<file path="src/rtl/regf_writeback.sv">
// Register-file write-port driver: buffers ALU/FPU/MEM results in per-source FIFOs and
// serialises them round-robin onto a single registered write port, exporting a pending mask.
module regf_writeback #(
  parameter int unsigned BUF_DEPTH = 2
) (
  input  logic        clk,
  input  logic        rstn,
  input  logic        i_alu_valid,
  output logic        o_alu_ready,
  input  logic [4:0]  i_alu_rd,
  input  logic [31:0] i_alu_data,
  input  logic        i_fpu_valid,
  output logic        o_fpu_ready,
  input  logic [4:0]  i_fpu_rd,
  input  logic [31:0] i_fpu_data,
  input  logic        i_mem_valid,
  output logic        o_mem_ready,
  input  logic [4:0]  i_mem_rd,
  input  logic [31:0] i_mem_data,
  output logic        o_w_enable,
  output logic [4:0]  o_w_addr,
  output logic [31:0] o_w_data,
  output logic [31:0] o_pending
);

  localparam int unsigned PW   = $clog2(BUF_DEPTH);
  localparam int unsigned NSRC = 3;

  // Source index: 0 = ALU, 1 = FPU, 2 = MEM
  logic [4:0]           r_rd   [NSRC][BUF_DEPTH];
  logic [31:0]          r_data [NSRC][BUF_DEPTH];
  logic [BUF_DEPTH-1:0] r_vld  [NSRC];
  logic [PW-1:0]        r_wptr [NSRC];
  logic [PW-1:0]        r_rptr [NSRC];
  logic [PW:0]          r_cnt  [NSRC];
  logic [1:0]           r_last;
  logic                 r_w_enable;
  logic [4:0]           r_w_addr;
  logic [31:0]          r_w_data;

  logic [NSRC-1:0] w_in_valid;
  logic [4:0]      w_in_rd   [NSRC];
  logic [31:0]     w_in_data [NSRC];
  logic [NSRC-1:0] w_ready;
  logic [NSRC-1:0] w_push;
  logic [NSRC-1:0] w_pop;
  logic [NSRC-1:0] w_nempty;
  logic            w_gnt_vld;
  logic [1:0]      w_gnt;
  logic [1:0]      w_cand;
  logic [31:0]     w_pend;

  function automatic logic [1:0] next_src(input logic [1:0] s);
    return (s == 2'd2) ? 2'd0 : s + 2'd1;
  endfunction

  assign w_in_valid   = {i_mem_valid, i_fpu_valid, i_alu_valid};
  assign w_in_rd[0]   = i_alu_rd;
  assign w_in_rd[1]   = i_fpu_rd;
  assign w_in_rd[2]   = i_mem_rd;
  assign w_in_data[0] = i_alu_data;
  assign w_in_data[1] = i_fpu_data;
  assign w_in_data[2] = i_mem_data;

  // Full is exactly the count MSB because BUF_DEPTH is a power of two
  always_comb begin
    for (int s = 0; s < NSRC; s++) begin
      w_ready[s]  = rstn & ~r_cnt[s][PW];
      w_push[s]   = w_in_valid[s] & w_ready[s] & (w_in_rd[s] != 5'd0);
      w_nempty[s] = (r_cnt[s] != '0);
    end
  end

  always_comb begin
    w_gnt_vld = 1'b0;
    w_gnt     = r_last;
    w_cand    = next_src(r_last);
    for (int k = 0; k < NSRC; k++) begin
      if (!w_gnt_vld && w_nempty[w_cand]) begin
        w_gnt_vld = 1'b1;
        w_gnt     = w_cand;
      end
      w_cand = next_src(w_cand);
    end
    for (int s = 0; s < NSRC; s++) begin
      w_pop[s] = w_gnt_vld & (w_gnt == 2'(s));
    end
  end

  always_comb begin
    w_pend = '0;
    for (int s = 0; s < NSRC; s++) begin
      for (int e = 0; e < BUF_DEPTH; e++) begin
        if (r_vld[s][e]) w_pend[r_rd[s][e]] = 1'b1;
      end
    end
  end

  always_ff @(posedge clk) begin
    if (!rstn) begin
      for (int s = 0; s < NSRC; s++) begin
        r_wptr[s] <= '0;
        r_rptr[s] <= '0;
        r_cnt[s]  <= '0;
        r_vld[s]  <= '0;
      end
      r_last     <= 2'd2;
      r_w_enable <= 1'b0;
      r_w_addr   <= 5'd0;
      r_w_data   <= 32'd0;
    end else begin
      for (int s = 0; s < NSRC; s++) begin
        if (w_push[s]) begin
          r_rd[s][r_wptr[s]]   <= w_in_rd[s];
          r_data[s][r_wptr[s]] <= w_in_data[s];
          r_vld[s][r_wptr[s]]  <= 1'b1;
          r_wptr[s]            <= r_wptr[s] + PW'(1);
        end
        if (w_pop[s]) begin
          r_vld[s][r_rptr[s]] <= 1'b0;
          r_rptr[s]           <= r_rptr[s] + PW'(1);
        end
        case ({w_push[s], w_pop[s]})
          2'b10:   r_cnt[s] <= r_cnt[s] + (PW+1)'(1);
          2'b01:   r_cnt[s] <= r_cnt[s] - (PW+1)'(1);
          default: r_cnt[s] <= r_cnt[s];
        endcase
      end
      r_w_enable <= w_gnt_vld;
      if (w_gnt_vld) begin
        r_w_addr <= r_rd[w_gnt][r_rptr[w_gnt]];
        r_w_data <= r_data[w_gnt][r_rptr[w_gnt]];
        r_last   <= w_gnt;
      end
    end
  end

  assign o_alu_ready = w_ready[0];
  assign o_fpu_ready = w_ready[1];
  assign o_mem_ready = w_ready[2];
  assign o_w_enable  = r_w_enable;
  assign o_w_addr    = r_w_addr;
  assign o_w_data    = r_w_data;
  // Entries still sit in the FIFO during reset, so the mask is gated explicitly
  assign o_pending   = rstn ? {w_pend[31:1], 1'b0} : 32'd0;

endmodule

</file>
<file path="config.mk">
export PLATFORM = sky130hd
export DESIGN_NAME = regf_writeback
export DESIGN_NICKNAME = d
export VERILOG_FILES = /design/src/rtl/regf_writeback.sv
export SDC_FILE = /design/constraint.sdc
export NUM_CORES = 1
export LEC_CHECK = 0
export CAP_MARGIN = 5
export CORE_MARGIN = 8
export CORE_UTILIZATION = 54
export DETAILED_ROUTE_END_ITERATION = 7
export MAX_ROUTING_LAYER = met4
export PLACE_DENSITY = 0.87
export SYNTH_ARGS = -nofsm -noshare
export SYNTH_HDL_FRONTEND = slang
export SYNTH_SLANG_ARGS = --single-unit
</file>
<file path="constraint.sdc">
create_clock -name clk -period 3.85 [get_ports clk]
set_input_delay 0.9625 -clock clk [delete_from_list [all_inputs] [get_ports clk]]
set_output_delay 0.9625 -clock clk [all_outputs]
set_load 0.02 [all_outputs]
</file>
==> impl_metrics.csv, run 1 <==
group,metric,value,unit
setup_path,worstPathMaxFanout,9,
yosys,synth_nets,1102,
finish,nNetsFinal,1275,
yosys,synthSimpleGateAreaFrac,12.0,%
yosys,synth_edf_count,238,
placed_design,port_buffers,187,
yosys,synthCells,980,
timing,drv_slew,0,
timing,rsz0062_at_grt,"no",
floorplanning,ioPinCount,189,
timing,post-route-period-util,96.8,%
job,drv_cap,0,
clocking,clock_latency,0.54,ns
pwr,p_leak,0.00520,uW
floorplanning,die-area,27700,um2
setup_path,r2r_slack,0.85,ns
yosys,synthArstFlopShare,0,%
yosys,ys_seq_area_share,65.4,%
outcome,status,"finished clean",
clocking,cts_buffer_depth,3,
setup_path,rr_worst_depth,7,
yosys,ys.warnings.count,0,
routing,top_layer,"met4",
global_route,grt_pass1_vias,9876,
setup_path,arrival,2.76,ns
setup_path,r2r-end,"o_w_data[8]$_SDFFE_PN0P_",
clocking,clock-sinks,280,
pwr,peakVddDrop,415,uV
routing,wirelength,37300,um
global_route,grt_pass1_wl,56600,um
pwr,p_per_area,720,nW/um2
timing,worst_pin_slew,1.13,ns
timing,whs,0.493,ns
yosys,synth-xor-area-share,0.359,%
hold_path,whs_endpoint,"o_w_addr[3]$_SDFFE_PN0P_",
routing,wl_met2,18400,um
setup_path,critical_path.top_delay_family,"simple AND/OR/NAND/NOR gates",
yosys,synth_common_cells,"238 x edfxtp_1, 139 x nor2_1, 93 x o22ai_1, 77 x a21oi_1, 53 x nand2_1",
floorplanning,die_x,166,um
yosys,synth_flop_cell,"edfxtp_1",
yosys,synth.distinct_cells,48,
clocking,cts_buffers,28,
yosys,synthAdderAreaFrac,0.615,%
global_route,grt_max_degree,58,
setup_path,r2r_start,"r_cnt[1][1]$_SDFFCE_PP0P_",
yosys,syn_area,12200,um2
routing,drtIter0Drc,1086,
routing,drc,0,
yosys,syn_area_per_cell,12.5,um2
setup_path,end_kind,"output pin",
yosys,synth_top_area_cell,"edfxtp_1",
clocking,cts_tree,"done",
routing,wl_met3,3720,um
global_route,grt_usage,26.9,%
setup_path,path_class,"reg2out",
setup_path,crit_chain,"or3b_2 -> o22ai_1 -> nor3_1 -> nor2_1 -> clkdlybuf4s50_1",
setup_path,critPathSlowestCell,"edfxtp_1",
global_route,grt_overflow_total,0,
routing,drt-pass1-iter-count,6,
yosys,yosysMostFrequentCell,"edfxtp_1",
finish,area_growth,25.7,%
routing,dr_total_vias,9497,
yosys,yosysTopAreaCellShare,58.5,%
routing,wl_met1,13800,um
floorplanning,start_util,54.4,%
clocking,holdBufCountCts,0,
routing,ant_nets,0,
clocking,clk_pin_slew,0.06,ns
timing,fin_crit,3.73,ns
yosys,muxShareOfSynthArea,3.11,%
placed_design,gp_congestion,1.05,
hold_path,min-delay-start,"o_w_addr[3]$_SDFFE_PN0P_",
timing,fin_tns_setup,0,ns
yosys,synth_top_family_by_area,"compound AO/OA/AOI/OAI gates",
floorplanning,core_area,22400,um2
routing,routed_via_density,6.50,
yosys,ys_ff_latch,280,
setup_path,cp.required,2.89,ns
timing,hold_viol,0,
global_route,antenna_found_initial,1,
timing,slew_headroom,24.7,%
routing,wl_per_cell,25.6,um
yosys,synth_area_leaders,"edfxtp_1 59%, dfxtp_1 6.9%, o22ai_1 4.8%",
clocking,cts_max_level,1,
finish,drive_gt1_share,9.97,%
floorplanning,num_rows,55,
placed_design,dpl.hpwl,24400,um
hold_path,hold_depth,1,
timing,fin_skew,0.0232,ns
floorplanning,fp.dieH,166,um
clocking,cts_setup_buffers,0,
yosys,synth-compound-area-share,15.5,%
setup_path,max_stage_delay,0.62,ns
hold_path,hp-class,"reg2reg",
timing,setup_viol,0,
clocking,postCtsResizedCells,0,
setup_path,crit_buf_inv,1,
clocking,root_buffer,"clkbuf_16",
setup_path,startpoint_type,"register",
timing,fmax,268,MHz
[worst register-to-register path: stages (launching register included)]
cell,delay [ns]
edfxtp_1,0.49
nor2_2,0.36
o31a_2,0.23
buf_4,0.30
buf_4,0.66
mux2i_1,0.41
a211oi_2,0.12
a221o_1,0.31
[placed cells by master, fill, tap and decap left out, types with 2 or more instances in the layout]
cell	count
a211o_1	2
a211oi_1	17
a211oi_2	20
a21oi_1	77
a221o_1	37
a31oi_1	4
and2_2	2
and3_1	2
buf_12	4
buf_4	19
bufinv_16	2
clkbuf_1	8
clkbuf_16	28
clkbuf_8	7
clkdlybuf4s50_1	187
clkinv_1	2
clkinv_2	2
clkinvlp_4	2
dfxtp_1	42
edfxtp_1	238
ha_1	6
inv_1	11
mux2i_1	38
nand2_1	53
nand3_1	14
nand3b_1	30
nor2_1	134
nor2_4	6
nor2b_1	2
nor3_1	32
o211ai_1	3
o21ai_0	2
o221ai_1	2
o22ai_1	93
or3_1	6
or3b_2	18
or4_1	3
xnor2_1	2
xor2_1	3
[logic make-up (layout without fill, tap and decap cells)]
kind of cell | after synthesis | in the layout
compound gates | 267 | 267
xor+xnor | 5 | 5
fa+ha+maj | 6 | 6
buf+inv | 79 | 273
flops | 280 | 280
mux | 38 | 38
other cells | 1 | 2
simple gates | 304 | 304
[stage by stage]
step	std cells	power, uW	util [%]	cell area (um2)	setup slack [ns]
after floorplan	980	6910	-	12200	0.00136
after global placement	1408	8180	64.3	14400	0.282
after detailed placement	1408	8360	64.3	14400	0.221
after CTS	1459	11100	68.4	15300	0.150
after global routing	1460	11600	68.4	15400	0.0564
final	1460	11100	68.4	15400	0.124
[how the worst max path moves through the flow]
stage,cells after the start,to,from
after floorplan,5,r_vld[0][1]$_SDFFCE_PN0P_,rstn
after global placement,5,o_fpu_ready,rstn
after detailed placement,5,o_fpu_ready,rstn
after CTS,5,o_pending[19],r_rd[0][8]$_DFFE_PP_
after global routing,5,o_pending[29],r_rd[0][6]$_DFFE_PP_
final,5,o_pending[19],r_rd[1][7]$_DFFE_PP_
[power breakdown]
group	internal, uW	switching (uW)	total, uW
clock	1610	1090	2700
combinational	1660	2580	4240
sequential	3800	315	4120
[area by class of cell]
type / count / area (um2)
Clock buffer: 43 / 827
Antenna cell: 1 / 2.50
Timing Repair Buffer: 210 / 2090
Fill cell: 1561 / 7080
Clock inverter: 8 / 105
Sequential cell: 280 / 7990
Inverter: 12 / 45.0
Multi-Input combinational cell: 621 / 3930
Tap cell: 285 / 357
[state kept, by name (all words and copies together), names as in the netlist]
register / count
r_wptr: 3
r_rptr: 3
r_cnt: 6
o_w_addr: 5
r_vld: 6
r_data: 192
r_last: 2
o_w_data: 32
o_w_enable: 1
r_rd: 30
[per-layer routing]
metal  global-route usage, %  vias up
met4                    10.6        0
met1                    31.2     4549
li1                        -     4141
met5                       -        -
met2                    45.4      675
met3                    5.75      132
(Power assumes the default switching activity.)
==> run 2, diff against run 1 <==
--- a/config.mk
+++ b/config.mk
@@ -11,6 +11,7 @@
 export DETAILED_ROUTE_END_ITERATION = 7
 export MAX_ROUTING_LAYER = met4
 export PLACE_DENSITY = 0.87
+export SLEW_MARGIN = 20
 export SYNTH_ARGS = -nofsm -noshare
 export SYNTH_HDL_FRONTEND = slang
 export SYNTH_SLANG_ARGS = --single-unit
==> results of run 2 <==
The final DEF is identical to that of run 1; final timing and power are the same.
==> run 3, diff against run 2 <==
--- a/config.mk
+++ b/config.mk
@@ -5,12 +5,13 @@
 export SDC_FILE = /design/constraint.sdc
 export NUM_CORES = 1
 export LEC_CHECK = 0
+export ABC_CLOCK_PERIOD_IN_PS = 3850
 export CAP_MARGIN = 5
 export CORE_MARGIN = 8
-export CORE_UTILIZATION = 54
+export CORE_UTILIZATION = 49
 export DETAILED_ROUTE_END_ITERATION = 7
 export MAX_ROUTING_LAYER = met4
-export PLACE_DENSITY = 0.87
+export PLACE_DENSITY = 0.81
 export SLEW_MARGIN = 20
 export SYNTH_ARGS = -nofsm -noshare
 export SYNTH_HDL_FRONTEND = slang
==> run 3 against run 2 <==
Compared with the run above: power up 2.4%; first-iteration DRC count up 3.2%; utilization fell by 4.6 points; largest cell class unchanged; cell area increased by 1.4%; routed wire length fell by 0.66%; highest routed layer unchanged; critical path type unchanged; clock power grew 10%.
==> impl_metrics.csv, run 3 (same netlist as run 1, synthesis figures left out) <==
group,metric,value,unit
routing,wl_per_cell,24.7,um
routing,drc,0,
routing,drt-pass1-iter-count,6,
pwr,p_leak,0.00527,uW
setup_path,crit_buf_inv,1,
routing,ant_nets,0,
finish,nNetsFinal,1275,
setup_path,r2r-end,"o_w_data[18]$_SDFFE_PN0P_",
hold_path,whs_endpoint,"o_w_data[2]$_SDFFE_PN0P_",
hold_path,hold_depth,1,
setup_path,arrival,2.75,ns
placed_design,dpl.hpwl,24300,um
global_route,grt_overflow_total,0,
pwr,p_sw,3960,uW
floorplanning,core_area,24400,um2
pwr,power_frac_clock,26.3,%
floorplanning,fp.dieH,174,um
timing,drv_slew,0,
timing,post-route-period-util,96.3,%
floorplanning,ioPinCount,189,
setup_path,critical_path.top_delay_family,"simple AND/OR/NAND/NOR gates",
setup_path,critPathSlowestCell,"clkdlybuf4s50_1",
global_route,grt_pass1_wl,55700,um
hold_path,min-delay-start,"o_w_data[2]$_SDFFE_PN0P_",
finish,final_cell_mix,"238 x edfxtp_1, 187 x clkdlybuf4s50_1, 134 x nor2_1",
clocking,cts_buffer_depth,3,
clocking,cts_buffers,28,
pwr,seqPwrFrac,36.4,%
timing,fin_skew,0.0149,ns
setup_path,worstPathMaxFanout,9,
finish,nFillCells,1838,
global_route,grt_usage,24.2,%
finish,largest_reg_flops,192,
finish,layout_commonest_cell,"edfxtp_1",
clocking,clock-sinks,280,
clocking,postCtsResizedCells,0,
global_route,antenna_found_initial,3,
timing,setup_viol,0,
pwr,p_comb_share,37.3,%
clocking,cts_setup_buffers,0,
timing,worst_pin_slew,0.986,ns
timing,slew_headroom,34.3,%
global_route,grt_max_degree,62,
timing,fmax,270,MHz
finish,drive_gt1_share,10.3,%
placed_design,port_buffers,187,
pwr,peakVddDrop,686,uV
floorplanning,start_util,50.1,%
placed_design,pre_cts_ws,0.161,ns
routing,routed_via_density,6.29,
job,drv_cap,0,
clocking,root_buffer,"clkbuf_16",
finish,postLayoutCellArea,15600,um2
setup_path,rr_worst_depth,9,
setup_path,max_stage_delay,0.62,ns
setup_path,r2r_slack,0.90,ns
clocking,cts_max_level,1,
pwr,switching_share,35.0,%
placed_design,placed_cell_area,14500,um2
timing,fin_crit,3.71,ns
global_route,grt_pass1_vias,9737,
timing,fin_tns_setup,0,ns
pwr,p_per_area,727,nW/um2
setup_path,startpoint_type,"register",
floorplanning,die-area,30200,um2
hold_path,hp-class,"reg2reg",
floorplanning,die_x,174,um
pwr,power.internal,7360,uW
routing,dr_total_vias,9446,
placed_design,gp_congestion,1.02,
setup_path,end_kind,"output pin",
outcome,status,"finished clean",
setup_path,crit_chain,"or3b_2 -> o22ai_1 -> nor3_1 -> nor2_1 -> clkdlybuf4s50_1",
clocking,clk_pin_slew,0.06,ns
timing,setup_slack,0.141,ns
timing,hold_viol,0,
routing,drtIter0Drc,1121,
timing,rsz0062_at_grt,"no",
setup_path,r2r_start,"r_cnt[2][1]$_DFFE_PP_",
finish,area_growth,27.5,%
setup_path,cp.required,2.89,ns
pwr,p_total,11300,uW
routing,wirelength,37100,um
clocking,cts_tree,"done",
clocking,clock_latency,0.53,ns
clocking,holdBufCountCts,0,
floorplanning,num_rows,57,
setup_path,path_class,"reg2out",
==> run 3: final cells by class <==
type	count	area, um2	area share (%)
multi-input cells	621	3930	25.3
repair buffers	210	2140	13.8
well taps	324	405	2.60
inverters	12	45.0	0.289
diodes	3	7.51	0.0482
flip-flops and latches	280	7990	51.3
clock buffers	35	767	4.93
clock inverters	17	277	1.78
==> run 3: worst max path at each step <==
stage / from / to / depth (start not counted)
2_1_floorplan: rstn / r_vld[0][1]$_SDFFCE_PN0P_ / 5
3_3_place_gp: rstn / o_pending[9] / 5
3_5_place_dp: rstn / o_pending[19] / 5
4_1_cts: r_rd[2][3]$_DFFE_PP_ / o_pending[6] / 5
5_1_grt: r_rd[2][3]$_DFFE_PP_ / o_pending[6] / 5
6_report: r_rd[1][8]$_DFFE_PP_ / o_pending[4] / 5
==> run 3: per-layer routing <==
metal  wire, um  GRT usage [%]
met5          0              -
met4       1050           8.12
met3       3780           5.66
met2      17700           38.8
met1      14600           29.8
==> run 3: through the flow <==
step           hold WS [ns]  cells  utilization [%]
6_report              0.489   1502             63.8
5_1_grt               0.498   1502             63.8
4_1_cts               0.492   1499             63.8
3_5_place_dp          0.478   1447             59.5
3_3_place_gp          0.467   1447             59.5
2_1_floorplan         0.483    980                -
==> run 3: worst register-to-register path, stage by stage (launching register included) <==
cell	delay [ns]
edfxtp_1	0.38
inv_1	0.06
ha_1	0.23
nand4bb_1	0.19
o31a_2	0.42
mux2i_1	0.28
a211o_2	0.57
buf_4	0.34
a211oi_2	0.05
a221o_1	0.31
==> run 3: power groups by stage <==
stage / combinational (uW) / clock, uW / sequential, uW
after CTS: 4210 / 3010 / 4110
after global routing: 4540 / 3140 / 4150
after global placement: 4080 / 0 / 4150
final: 4220 / 2980 / 4120
after floorplan: 2680 / 0 / 4230
after detailed placement: 4190 / 0 / 4160
